--- src/rtl/fetch_queue.sv ---
// Instruction fetch queue between IF and ID: a DEPTH-entry {pc, instr} FIFO with flush and back-pressure.
// Optional FETCHQ_STATS_EN adds a saturating counter of entries discarded by flushes.
module fetch_queue #(
  parameter int DEPTH = 4,
  parameter int CW    = $clog2(DEPTH+1)
) (
  input  logic          clk,
  input  logic          reset,
  input  logic [31:0]   pc_in,
  input  logic [31:0]   instr_in,
  input  logic          fetch_valid,
  output logic          fetch_ready,
  input  logic          flush,
  input  logic          ifid_write,
  output logic          valid_id,
  output logic [31:0]   pc_id,
  output logic [31:0]   pc_plus4_id,
  output logic [31:0]   instr_id,
  output logic [CW-1:0] count,
  output logic          overflow,
  output logic [15:0]   flush_count
);
  localparam int AW = $clog2(DEPTH);

  logic [31:0]   pc_mem_q    [DEPTH];
  logic [31:0]   instr_mem_q [DEPTH];
  logic [AW-1:0] rd_ptr_q, rd_ptr_d, wr_ptr_q, wr_ptr_d;
  logic [CW-1:0] count_q, count_d;
  logic          overflow_q, overflow_d;
  logic          push, pop;

  // Ready depends only on registered occupancy, so a full queue refuses a push even when popping.
  assign fetch_ready = (count_q != CW'(DEPTH));
  assign valid_id    = (count_q != '0);
  assign push        = fetch_valid & fetch_ready & ~flush;
  assign pop         = ifid_write & valid_id & ~flush;

  assign pc_id       = valid_id ? pc_mem_q[rd_ptr_q]    : 32'h0;
  assign instr_id    = valid_id ? instr_mem_q[rd_ptr_q] : 32'h0;
  assign pc_plus4_id = pc_id + 32'd4;
  assign count       = count_q;
  assign overflow    = overflow_q;

  always_comb begin
    rd_ptr_d   = rd_ptr_q;
    wr_ptr_d   = wr_ptr_q;
    count_d    = count_q;
    overflow_d = overflow_q;
    if (flush) begin
      count_d  = '0;
      rd_ptr_d = wr_ptr_q;
    end else begin
      if (push) wr_ptr_d = wr_ptr_q + AW'(1);
      if (pop)  rd_ptr_d = rd_ptr_q + AW'(1);
      if (push && !pop)      count_d = count_q + CW'(1);
      else if (pop && !push) count_d = count_q - CW'(1);
      if (fetch_valid && !fetch_ready) overflow_d = 1'b1;
    end
  end

  always_ff @(posedge clk) begin
    if (reset) begin
      rd_ptr_q   <= '0;
      wr_ptr_q   <= '0;
      count_q    <= '0;
      overflow_q <= 1'b0;
    end else begin
      rd_ptr_q   <= rd_ptr_d;
      wr_ptr_q   <= wr_ptr_d;
      count_q    <= count_d;
      overflow_q <= overflow_d;
    end
  end

  // Entry storage is never reset; it is only visible through valid_id gating.
  always_ff @(posedge clk) begin
    if (push && !reset) begin
      pc_mem_q[wr_ptr_q]    <= pc_in;
      instr_mem_q[wr_ptr_q] <= instr_in;
    end
  end

`ifdef FETCHQ_STATS_EN
  logic [15:0] flush_cnt_q, flush_cnt_d;
  logic [16:0] flush_sum;

  assign flush_sum   = {1'b0, flush_cnt_q} + 17'(count_q);
  assign flush_count = flush_cnt_q;

  always_comb begin
    flush_cnt_d = flush_cnt_q;
    if (flush) flush_cnt_d = flush_sum[16] ? 16'hFFFF : flush_sum[15:0];
  end

  always_ff @(posedge clk) begin
    if (reset) flush_cnt_q <= '0;
    else       flush_cnt_q <= flush_cnt_d;
  end
`else
  assign flush_count = 16'h0000;
`endif

endmodule

--- config.mk ---
export PLATFORM = sky130hd
export DESIGN_NAME = fetch_queue
export DESIGN_NICKNAME = d
export VERILOG_FILES = /design/src/rtl/fetch_queue.sv
export SDC_FILE = /design/constraint.sdc
export NUM_CORES = 1
export LEC_CHECK = 0
export ABC_AREA = 1
export CAP_MARGIN = 20
export CORE_MARGIN = 1.5
export CORE_UTILIZATION = 50
export DETAILED_ROUTE_END_ITERATION = 7
export GPL_TIMING_DRIVEN = 0
export PLACE_DENSITY = 0.77
export SYNTH_ARGS = -nofsm -noshare
export SYNTH_HDL_FRONTEND = slang
export SYNTH_SLANG_ARGS = --single-unit
--- constraint.sdc ---
create_clock -name clk -period 5.9 [get_ports clk]
set_clock_uncertainty 0.05 [all_clocks]
set_input_delay 1.18 -clock clk [delete_from_list [all_inputs] [get_ports clk]]
set_output_delay 1.18 -clock clk [all_outputs]
set_load 0.01 [all_outputs]
==> impl_metrics.toml <==
[run_status]
outcome = "completed"

[clock_tree]
clock_latency_ps = 520
cts_inserted_buffers = 26
root_buffer = "clkbuf_16"
h-tree-depth = 1
cts_tree = "yes"
clockBufferDepth = 3
path_clk_slew_ps = 60
ctsResizeCount = 0
cts.sinks = 266
postCtsSetupRepairBufs = 0
cts_hold_buf = 0

[cells_and_area]
seqCellArea_um2 = 7890
area_growth_pct = 26.5
layout-drive-gt1-share = 0.111
final_cells = 1719
diodes = 0
fin_nets = 1458
multi_input_area_um2 = 3520
fill_cells = 1826
fin_util = 0.648
stdcell_area_um2 = 15300

[die]
fp.coreArea_um2 = 23500
start_util = 0.512
pin_count = 187
rows = 56
die_w_um = 158
dieHeight_um = 158
die_area_um2 = 25100

[drt]
via_per_inst = 5.19
num_vias = 8918
antenna_left = 0
avgRoutedWirePerCell_um = 17.7
drt-total-wl_mm = 30.5
drt-initial-drc-count = 642
drc = 0
firstDrtPassIters = 5

[global_routing]
grt_pass1_wl_mm = 45.8
grt_max_degree = 29
grt_pass1_vias = 8473
grt_use_total = 0.244
grt-ovfl-total = 0
antenna_found_initial = 3

[timing]
rsz0062_at_grt = "false"
finalCriticalPeriod_ps = 4990
relSlewSlack = 0.553
timing.fmax_mhz = 200
fin_hold_ws_ps = 420
tightest_slew_ps = 669
drv_slew = 0
hold_viol = 0
fin_crit_sh = 0.846
finalSetupViolations = 0

[synth]
synth-edff-count = 256
ys.flop_type = "edfxtp_1"
syn_inst = 1160
yosysTopAreaCellShare = 0.638
ys_ff_latch = 266
syn_area_um2 = 12100
synth.cells.most_frequent = "nand2_1 (267), edfxtp_1 (256), nor2_1 (209)"
synth.avg_cell_area_um2 = 10.4
synth_seq_area_share = 0.654
synth_top_area_cell = "edfxtp_1"
synthArstFlopShare = 0
yosysMostFrequentCell = "nand2_1"
ys_warn_count = 0
synth_area_leaders = "edfxtp_1 (64%), nand2_1 (8.3%), nor2_1 (6.5%), o21ai_0 (3.1%), nand3_1 (3.0%)"
yosysUniqueCellTypes = 31

[power_and_ir_drop]
irDropWorstVdd_mv = 0.250
p_leak_nw = 5.62
total_power_mw = 4.32
power_density_nw_per_um2 = 283

[critical_path]
required_ps = 4670
slowest_delay_ps = 530
path_cells = "nor2_1 -> nand2_4 -> inv_4 -> buf_6 -> buf_2 -> a21oi_1 -> ha_1 -> nand3_2 -> nor2_4 -> nand2_2 -> nor2_1 -> nand2_1 -> nand2_1 -> clkdlybuf4s50_1"
worst_setup_path_end_kind = "output port"
worstSetupStartpointType = "register"
path_max_fanout = 10
r2r_slack_ps = 3380
slowest_stage = "clkdlybuf4s50_1"
worst-setup-path-type = "register to output port"
cp.arrival_ps = 3760

[run]
max_cap_viol_count = 0

[place]
portBuffers = 170
place_congestion = 0.948
placed_cells = 1673
place_hpwl_mm = 21.4
post_dp_cell_area_um2 = 14400

[min_path]
hold_path_class = "register to register"
## routing by layer
layer	track usage	vias up	wire length, um
li1	-	4299	-
met1	0.304	4187	12100
met2	0.430	368	15000
met3	0.0520	58	2590
met4	0.0708	6	693
met5	0	-	45
## power breakdown
part	switching, mW	internal (mW)	total (mW)
clock network	0.653	0.920	1.57
registers	0.00890	2.10	2.11
logic	0.372	0.261	0.633
total	1.03	3.28	4.32
## state kept, by name, indices dropped and copies added, names as in the netlist, named ones only
signal	flops
instr_mem_q	128
pc_mem_q	128
count	3
rd_ptr_q	2
wr_ptr_q	2
overflow	1
## logic make-up after synthesis
logic type                 count (synthesis)  synth area share
adders and majority gates                  7           0.00789
buffers and inverters                    140            0.0609
AOI/OAI and AO/OA                        125            0.0519
DFF                                      266             0.654
and+or+nand+nor                          603             0.212
xor gates and xnor gates                  18            0.0131
other                                      1          0.000311
## layout make-up
type,instances,area share
Timing Repair Buffer,179,0.125
Multi-Input combinational cell,769,0.231
Clock buffer,34,0.0460
Buffer,68,0.0298
Sequential cell,266,0.517
Tap cell,319,0.0262
Clock inverter,12,0.00713
Inverter,72,0.0184
## path summary, 6_finish.rpt
path                              start               endpoint  depth (start not counted)
hold reg to reg   overflow$_SDFFE_PP0P_  overflow$_SDFFE_PP0P_                          2
hold / removal    overflow$_SDFFE_PP0P_  overflow$_SDFFE_PP0P_                          2
setup / recovery  count[0]$_SDFFE_PP0P_        pc_plus4_id[20]                         14
setup reg to reg  count[0]$_SDFFE_PP0P_  count[2]$_SDFFE_PP0P_                         13
## stage by stage
step | setup TNS [ps] | setup WS (ps)
floorplan | 0 | 1100
global placement | -384700 | -1540
detailed placement | 0 | 1440
CTS | 0 | 872
global route | 0 | 697
finish | 0 | 906
## worst max-delay path, delay by kind of cell, from the launching register on
kind	cells	cell delay, ps
buffers and inverters	4	1060
AND/OR/NAND/NOR	8	1010
flip-flops	1	440
AO/OA/AOI/OAI	1	390
adder cells (fa/ha/maj)	1	320
## placed cells by master (no fill, tap or decap), types with 2 or more instances in the layout
master and count:
nand2_1 267, edfxtp_1 256, nor2_1 205, clkdlybuf4s50_1 170
o21ai_0 75, nand3_1 73, inv_1 64, a21oi_1 45
buf_4 27, clkbuf_16 27, nor2_2 23, clkbuf_1 18
conb_1 16, buf_2 15, xor2_1 15, nor2_4 13
nand2_2 11, dfxtp_1 10, buf_6 9, nand4_1 7
inv_2 6, ha_1 6, clkinv_2 6, buf_12 6
buf_1 5, o21ai_1 5, xnor2_1 3, clkinv_1 3
buf_16 3, bufinv_16 2
Note: power is estimated with default switching activity, not from simulation.
